File: src/rtl/morse_pkg.sv
// Shared Morse types and letter tables for A..H.
// Patterns are stored MSB-aligned in a 12-bit field, so the first symbol is always bit 11.
package morse_pkg;

  typedef enum logic [1:0] {IDLE, SEND, GAP} morse_state_t;

  localparam int MORSE_PAT_W = 12;

  localparam logic [MORSE_PAT_W-1:0] MORSE_PAT [8] = '{
    12'b1011_1000_0000,  // A 10111
    12'b1110_1010_1000,  // B 111010101
    12'b1110_1011_1010,  // C 11101011101
    12'b1110_1010_0000,  // D 1110101
    12'b1000_0000_0000,  // E 1
    12'b1010_1110_1000,  // F 101011101
    12'b1110_1110_1000,  // G 111011101
    12'b1010_1010_0000   // H 1010101
  };

  localparam logic [3:0] MORSE_LEN [8] = '{
    4'd5, 4'd9, 4'd11, 4'd7, 4'd1, 4'd9, 4'd9, 4'd7
  };

endpackage

File: src/rtl/morse_rate_tick.sv
// Symbol-rate divider: o_tick is high while the count sits at DIV-1.
// i_clr restarts the count so that a newly loaded symbol gets a full period.
module morse_rate_tick #(
  parameter int DIV = 250
) (
  input  logic i_clk,
  input  logic i_rst_n,
  input  logic i_clr,
  output logic o_tick
);

  localparam int CNT_W = (DIV > 1) ? $clog2(DIV) : 1;

  logic [CNT_W-1:0] r_div;

  assign o_tick = (r_div == CNT_W'(DIV - 1));

  always_ff @(posedge i_clk or negedge i_rst_n) begin
    if (!i_rst_n) begin
      r_div <= '0;
    end else if (i_clr || o_tick) begin
      r_div <= '0;
    end else begin
      r_div <= r_div + 1'b1;
    end
  end

endmodule

File: src/rtl/morse_tx_engine.sv
// Morse transmitter for letters A..H with Busy/Done handshake and a one-deep pending buffer.
// Define MORSE_REPEAT_EN for beacon mode: the last letter reloads after every gap, Done never fires.
module morse_tx_engine
  import morse_pkg::*;
#(
  parameter int CLOCK_FREQUENCY = 500,
  parameter int SYMBOL_HZ       = 2,
  parameter int PATTERN_W       = 12,
  parameter int GAP_BITS        = 3
) (
  input  logic       ClockIn,
  input  logic       Resetn,
  input  logic       Start,
  input  logic [2:0] Letter,
  output logic       DotDashOut,
  output logic       NewBitOut,
  output logic       Busy,
  output logic       Done,
  output logic       Overrun
);

  localparam int TICK_DIV = CLOCK_FREQUENCY / SYMBOL_HZ;
  localparam int BCNT_W   = $clog2(PATTERN_W + 1);
  localparam int GCNT_W   = $clog2(GAP_BITS + 1);

  morse_state_t         r_state;
  logic [PATTERN_W-1:0] r_shift;
  logic [BCNT_W-1:0]    r_bitcnt;
  logic [GCNT_W-1:0]    r_gapcnt;
  logic                 r_pend_vld;
  logic [2:0]           r_pend_letter;

  logic                 w_tick;
  logic                 w_gap_end;
  logic                 w_start_idle;
  logic                 w_have_next;
  logic                 w_load;
  logic [2:0]           w_next_letter;
  logic [2:0]           w_load_letter;
  logic [PATTERN_W-1:0] w_load_shift;

  morse_rate_tick #(
    .DIV(TICK_DIV)
  ) u_rate_tick (
    .i_clk  (ClockIn),
    .i_rst_n(Resetn),
    .i_clr  (w_load),
    .o_tick (w_tick)
  );

  assign w_gap_end    = (r_state == GAP) && w_tick && (r_gapcnt == GCNT_W'(1));
  assign w_start_idle = (r_state == IDLE) && Start;

  // A Start landing on the gap-end cycle with nothing pending is sent directly.
`ifdef MORSE_REPEAT_EN
  logic [2:0] r_letter;

  assign w_have_next   = 1'b1;
  assign w_next_letter = r_pend_vld ? r_pend_letter : (Start ? Letter : r_letter);

  always_ff @(posedge ClockIn or negedge Resetn) begin
    if (!Resetn) begin
      r_letter <= '0;
    end else if (w_load) begin
      r_letter <= w_load_letter;
    end
  end
`else
  assign w_have_next   = r_pend_vld || Start;
  assign w_next_letter = r_pend_vld ? r_pend_letter : Letter;
`endif

  assign w_load        = w_start_idle || (w_gap_end && w_have_next);
  assign w_load_letter = w_start_idle ? Letter : w_next_letter;

  always_comb begin
    w_load_shift = '0;
    w_load_shift[PATTERN_W-1 -: MORSE_PAT_W] = MORSE_PAT[w_load_letter];
  end

  always_ff @(posedge ClockIn or negedge Resetn) begin
    if (!Resetn) begin
      r_state       <= IDLE;
      r_shift       <= '0;
      r_bitcnt      <= '0;
      r_gapcnt      <= '0;
      r_pend_vld    <= 1'b0;
      r_pend_letter <= '0;
      DotDashOut    <= 1'b0;
      NewBitOut     <= 1'b0;
      Busy          <= 1'b0;
      Done          <= 1'b0;
      Overrun       <= 1'b0;
    end else begin
      NewBitOut <= 1'b0;
      Done      <= 1'b0;
      Overrun   <= 1'b0;

      // Pending slot frees up in the same cycle it is consumed at gap end.
      if ((r_state != IDLE) && Start) begin
        if (r_pend_vld && !w_gap_end) begin
          Overrun <= 1'b1;
        end else if (r_pend_vld || !w_gap_end) begin
          r_pend_vld    <= 1'b1;
          r_pend_letter <= Letter;
        end
      end else if (w_gap_end) begin
        r_pend_vld <= 1'b0;
      end

      if (w_load) begin
        r_state    <= SEND;
        r_shift    <= w_load_shift;
        r_bitcnt   <= BCNT_W'(MORSE_LEN[w_load_letter]);
        r_gapcnt   <= '0;
        DotDashOut <= w_load_shift[PATTERN_W-1];
        NewBitOut  <= 1'b1;
        Busy       <= 1'b1;
      end else if (w_tick) begin
        unique case (r_state)
          SEND: begin
            NewBitOut <= 1'b1;
            r_shift   <= r_shift << 1;
            r_bitcnt  <= r_bitcnt - 1'b1;
            if (r_bitcnt == BCNT_W'(1)) begin
              r_state    <= GAP;
              r_gapcnt   <= GCNT_W'(GAP_BITS);
              DotDashOut <= 1'b0;
            end else begin
              DotDashOut <= r_shift[PATTERN_W-2];
            end
          end
          GAP: begin
            r_gapcnt <= r_gapcnt - 1'b1;
            if (r_gapcnt == GCNT_W'(1)) begin
              r_state <= IDLE;
              Busy    <= 1'b0;
              Done    <= 1'b1;
            end else begin
              NewBitOut <= 1'b1;
            end
          end
          default: ;
        endcase
      end
    end
  end

endmodule

File: config.mk
export PLATFORM = sky130hd
export DESIGN_NAME = morse_tx_engine
export DESIGN_NICKNAME = d
export VERILOG_FILES = /design/src/rtl/morse_pkg.sv /design/src/rtl/morse_rate_tick.sv /design/src/rtl/morse_tx_engine.sv
export SDC_FILE = /design/constraint.sdc
export NUM_CORES = 1
export LEC_CHECK = 0
export BUFFER_PORTS_ARGS = -buffer_cell sky130_fd_sc_hd__buf_2
export CAP_MARGIN = 20
export CORE_MARGIN = 3
export CORE_UTILIZATION = 36
export CTS_CLUSTER_SIZE = 8
export DETAILED_ROUTE_END_ITERATION = 7
export GPL_ROUTABILITY_DRIVEN = 0
export PLACE_DENSITY = 0.52
export SETUP_SLACK_MARGIN = 0.5
export SYNTH_ARGS = -nofsm -noshare
export SYNTH_HDL_FRONTEND = slang
export SYNTH_SLANG_ARGS = --single-unit
File: constraint.sdc
create_clock -name ClockIn -period 2.2 [get_ports ClockIn]
set_clock_uncertainty 0.1 [all_clocks]
set_input_delay 0.44 -clock ClockIn [delete_from_list [all_inputs] [get_ports ClockIn]]
set_output_delay 0.44 -clock ClockIn [all_outputs]
set_load 0.02 [all_outputs]
==> out/metrics.yaml, run 1 <==
status:
  outcome: "finished, final reports clean"
timing:
  worst_pin_slew_ns: 0.8029
  setup_viol: 0
  rsz0062_at_grt: "yes"
  period_needed_ns: 2.016
  post-route-period-util_pct: 91.65
  relSlewSlack_pct: 46.47
  finalSetupTns_ns: 0
  max_freq_mhz: 495.9
  finalHoldViolCount: 0
  maxSlewViolCount: 0
synth:
  synth_cell_types: 42
  synth_warnings: 0
  synth_nets: 206
  yosys-top-cells-area: "dfrtp_1 (47%), ha_1 (8.0%), nand3_1 (5.1%), nand2_1 (5.0%), mux2i_1 (3.7%)"
  syn_area_um2: 1869
  synth_top_area_share_pct: 46.85
  synth_area_per_cell_um2: 9.943
  yosys.area.top_type: "dfrtp_1"
  synthArstFlopShare_pct: 100.0
  synthCells: 188
  synth_ff_type: "dfrtp_1"
  synth_edf_count: 0
  ys_seq_elements: 35
  yosysSeqAreaShare_pct: 46.85
flow_run:
  maxCapViolCount: 0
cts:
  cts_buffers: 5
  clock-sinks: 35
  cts_buffer_depth: 2
  cts_tree: "yes"
  cts_root_buffer: "clkbuf_8"
  clkSlewWorstSetupHoldPaths_ns: 0.07
  insertion_delay_ns: 0.29
  hold_buffers: 0
  h-tree-depth: 2
die:
  die_w_um: 78.06
  rows: 25
  die-area_um2: 6093
  core_um2: 4880
  ios: 11
  die_h_um: 78.06
  initial_core_util_pct: 38.31
critical_path:
  crit_arrival_ns: 2.09
  timing_worst_setup_path_type: "flop to flop"
  worst-path-buf-inv: 0
  critPathTopFamily: "compound AO/OA/AOI/OAI gates"
  crit_slowest_cell: "dfrtp_1"
  worstSetupEndpointType: "flop"
  cp.required_ns: 2.28
  path_cells: "a21boi_4, mux2i_4, ha_4, a221o_1"
  cp_slowest_stage_delay_ns: 0.51
  crit_path_start_kind: "flop"
  crit_fanout: 6
finish:
  layout-drive-gt1-share_pct: 49.57
  num_antenna_cells: 0
  fin_area_um2: 2736
  layoutNonFillerInstCount: 297
  utilization_pct: 56.08
  area_growth_pct: 46.39
  nets: 247
power_and_ir_drop:
  p_leak_nw: 1.257
  power.density_nw_per_um2: 1091
  ir_worst_vdd_mv: 0.5362
  p_total_w: 0.002986
placement:
  place_inst: 266
  portBuffers: 10
  place_area_um2: 2067
  hpwl_um: 2879
global_routing:
  track_usage_pct: 16.15
  grt_pass1_wl_um: 7652
  grt_pass1_vias: 1600
  grt_max_degree: 36
  antenna_found_initial: 0
  grt-ovfl-total: 0
routing:
  first_iter_violations: 68
  dr.pass1.iters: 4
  antenna_left: 0
  viasPerCell: 5.182
  avgRoutedWirePerCell_um: 15.52
  vias: 1539
  drc_errors: 0
  routed_wl_um: 4608
hold_path:
  hp-class: "primary input to asynchronous set/reset pin"
## power by group
group	internal (W)	switching, W
registers	0.000852	0.000161
clock network	0.000286	0.000230
logic	0.000730	0.000726
## through the flow
stage                     worst slack, ns  hold slack, ns
final                              0.1836          0.1367
after global routing               0.1220          0.1970
after global placement             0.1733          0.3652
after floorplan                    0.2746         0.04441
after CTS                          0.2263          0.1690
after detailed placement          0.09242          0.3715
## kinds of logic (layout without fill, tap and decap cells)
| group | after synthesis | after routing | synth area share [%] |
|---|---|---|---|
| buffers and inverters | 17 | 59 | 3.748 |
| flip-flops | 35 | 35 | 46.85 |
| AO/OA/AOI/OAI | 27 | 27 | 10.31 |
| multiplexers | 10 | 10 | 5.556 |
| XOR/XNOR | 6 | 6 | 2.811 |
| adder cells (fa/ha/maj) | 13 | 13 | 8.567 |
| AND/OR/NAND/NOR | 80 | 80 | 22.16 |
## layer usage
metal	global-route usage (%)	part of all wire, %
met1	20.12	46
met2	25.51	50
met3	5.161	3.4
met4	7.343	1.1
met5	0	0
## final timing paths
check                                start          endpoint  slack [ns]  cells past startpoint
worst max-delay path            r_pend_vld        r_shift[3]        0.18                      4
worst min-delay path                Resetn              Busy        0.14                      1
worst max register to register  r_pend_vld        r_shift[3]        0.18                      4
worst min register to register  r_shift[8]        r_shift[8]        0.39                      2
max in group asynchronous           Resetn       r_bitcnt[2]        1.36                      1
min in group ClockIn             Letter[2]  r_pend_letter[2]        0.31                      2
## placed cells by master, fill, tap and decap left out, drive strengths merged, types with 2 or more instances in the layout
cell,netlist,layout
buf,4,40
dfrtp,35,35
nand2,25,25
nand3,20,20
nor2,13,13
ha,12,12
inv,11,11
clkbuf,2,8
mux2i,7,7
o21ai,7,7
and3,4,4
xnor2,4,4
a21oi,4,4
mux2,3,3
nand4,3,3
o211ai,3,3
or3,3,3
nor3,3,3
xor2,2,2
nor2b,2,2
a22oi,2,2
a221o,2,2
nand2b,2,2
## worst reg2reg max path, stage by stage (launching register included)
cell and delay (ns):
dfrtp_1 0.51, a21boi_4 0.35, mux2i_4 0.37, ha_4 0.27, a221o_1 0.31
## area by class of cell
class                   instances  area, um^2
fillers                       426        2143
well taps                      67       83.83
repair buffers                 40       352.8
flip-flops and latches         35       875.8
multi-input cells             136        1282
clock buffers                   8       100.1
inverters                      11       41.29
## cells in the mapped netlist (all sizes together), types with 2 or more instances
master and number:
a22oi 2, nor3 3, nor2b 2, xor2 2, dfrtp 35, a21oi 4, mux2 3, clkbuf 2
xnor2 4, nor2 13, ha 12, and3 4, nand2b 2, nand2 25, nand4 3, nand3 20
mux2i 7, o211ai 3, buf 4, inv 11, or3 3, a221o 2, o21ai 7
## flip-flops by register name, indices dropped and copies added (netlist names), 2 cells and up
| name | flops |
|---|---|
| u_rate_tick.r_div | 8 |
| r_bitcnt | 4 |
| r_gapcnt | 2 |
| r_state | 2 |
| r_shift | 10 |
| r_pend_letter | 3 |
## timing repair
item / in CTS / in global routing
setup buffers: 15 / 8
gates resized for setup: 47 / 38
pin swaps: 26 / 15
endpoints found under the setup margin: 25 / 35
(Power assumes the default switching activity.)
==> run 2: changes to the inputs <==
Settings changed: BUFFER_PORTS_ARGS -buffer_cell sky130_fd_sc_hd__buf_2 to -buffer_cell sky130_fd_sc_hd__buf_4, CTS_CLUSTER_DIAMETER from default to 30, HOLD_SLACK_MARGIN from default to 0.06.
==> run 2 against run 1 <==
Compared with the run above:
- routed wire length is 2.1% lower
- final cell count decreased by 0.34%
- first-iteration DRC count increased by 12%
- sequential power is essentially flat
- global-route usage is essentially flat
- design area down 4.6%
- power down 6.4%
- critical path depth grew 2
==> out/metrics.yaml, run 2 (synthesis results as in run 1) <==
status:
  outcome: "finished, final reports clean"
die:
  die_w_um: 78.06
  ios: 11
  die-area_um2: 6093
  rows: 25
  initial_core_util_pct: 38.31
  die_h_um: 78.06
  core_um2: 4880
finish:
  num_antenna_cells: 0
  multiInputGateArea_um2: 1185
  area_growth_pct: 39.69
  final_common_cell: "dfrtp_1"
  regArea_um2: 875.8
  fillers: 443
  nets: 246
  top_register: "r_shift"
  layout-drive-gt1-share_pct: 39.74
  largest_reg_flops: 10
  largest_registers: "r_shift (10), u_rate_tick.r_div (8), r_bitcnt (4)"
  mostFrequentLayoutCells: "dfrtp_1 (35), buf_4 (31), nand2_1 (22), nand3_1 (15), nor2_1 (13)"
cts:
  cts_buffer_depth: 2
  insertion_delay_ns: 0.29
  h-tree-depth: 2
  cts_buffers: 5
  clkSlewWorstSetupHoldPaths_ns: 0.07
  cts_root_buffer: "clkbuf_8"
  clock-sinks: 35
  cts_tree: "yes"
critical_path:
  crit_fanout: 4
  reg2reg_from: "r_state[1]"
  crit_path_start_kind: "flop"
  timing_worst_setup_path_type: "flop to flop"
  worstSetupEndpointType: "flop"
  reg2reg_setup_slack_ns: 0.19
  rr_worst_depth: 6
  crit_start: "r_state[1]"
  cp.required_ns: 2.27
  r2r-end: "r_shift[3]"
  crit_arrival_ns: 2.08
hold_path:
  whs_endpoint: "Done"
  hp-start: "Start"
  whs_path_depth: 2
  hp-class: "primary input to flop"
timing:
  max_freq_mhz: 496.7
  period_needed_ns: 2.013
  rsz0062_at_grt: "yes"
  post-route-period-util_pct: 91.50
  maxSlewViolCount: 0
  finalHoldViolCount: 0
  setup_viol: 0
  relSlewSlack_pct: 69.71
  finalSetupTns_ns: 0
  fin_ws_ns: 0.1869
  worst_pin_slew_ns: 0.4543
global_routing:
  grt_pass1_vias: 1544
  met3_usage_pct: 3.326
  grt_pass1_wl_um: 7659
  use_met1_pct: 21.14
  antenna_found_initial: 0
  grt-busiest-layer: "met2"
  grt-ovfl-total: 0
  grt_max_degree: 36
  track_usage_pct: 16.17
  use_met2_pct: 26.11
power_and_ir_drop:
  p_int_w: 0.001766
  clock_power_share_pct: 18.4
  p_switching_w: 0.001027
  netSwitchingFraction_pct: 36.77
  pwr-share-comb_pct: 45.6
  p_leak_nw: 1.232
  seq_power_share_pct: 36.0
  power.density_nw_per_um2: 1070
  ir_worst_vdd_mv: 0.6043
routing:
  vias: 1537
  antenna_left: 0
  first_iter_violations: 76
  avgRoutedWirePerCell_um: 15.24
  dr.pass1.iters: 4
  viasPerCell: 5.193
  routed_wl_um: 4511
  drc_errors: 0
placement:
  hpwl_um: 2892
  portBuffers: 10
  place_ws_ns: 0.1244
flow_run:
  maxCapViolCount: 0
[run 2: cell types whose count changed in the layout (fill, tap and decap cells not counted), sizes merged]
cell         change
buf              -2
dlygate4sd3      +1
[run 2: power groups by stage]
stage	sequential, W	clock, W	combinational, W
floorplan	0.000991	0	0.000639
global placement	0.00101	0	0.000839
detailed placement	0.00101	0	0.000870
CTS	0.00100	0.000530	0.00114
global route	0.00103	0.000568	0.00140
finish	0.00101	0.000514	0.00127
[run 2: how the worst max path moves through the flow]
stage / endpoint / slack [ns]
floorplan: r_shift[3] / 0.27
global placement: r_shift[3] / 0.20
detailed placement: r_shift[3] / 0.12
CTS: r_shift[3] / 0.19
global route: r_bitcnt[1] / 0.07
finish: r_shift[3] / 0.19
[run 2: routing by layer]
metal,wire [um],up-vias,share of wire [%]
met1,2035,745,45
met3,221,11,4.9
met4,82,0,1.8
li1,-,738,-
met5,0,-,0
met2,2171,43,48
[run 2: what timing repair did]
item / CTS / global route
hold buffers: 1 / 0
pin swaps: 12 / 8
resized for setup: 37 / 20
setup buffers: 14 / 8
endpoints found under the hold margin: 35 / 0
setup endpoints to repair: 25 / 27
[run 2: final cells by class]
cell class | instances | share of cell area [%]
multi-input combinational | 136 | 45.38
timing repair buffer | 39 | 12.46
clock buffer | 8 | 3.833
inverter | 11 | 1.581
sequential | 35 | 33.54
tap | 67 | 3.210
[run 2: stage by stage]
| stage | instances | power [W] | util [%] | area [um^2] | hold WS, ns |
|---|---|---|---|---|---|
| 3_5_place_dp | 265 | 0.001883 | 42.72 | 2085 | 0.3271 |
| 2_1_floorplan | 188 | 0.001630 | - | 1929 | 0.04441 |
| 6_report | 296 | 0.002794 | 53.51 | 2611 | 0.2958 |
| 5_1_grt | 296 | 0.003005 | 53.51 | 2611 | 0.2974 |
| 3_3_place_gp | 265 | 0.001845 | 42.72 | 2085 | 0.3168 |
| 4_1_cts | 288 | 0.002670 | 50.92 | 2485 | 0.2897 |
[run 2: worst max-delay path, stage by stage, from the launching register on]
cell and delay, ns:
dfrtp_1 0.38, inv_2 0.07, ha_4 0.17, a21boi_4 0.23
mux2i_4 0.37, ha_4 0.27, a221o_1 0.32
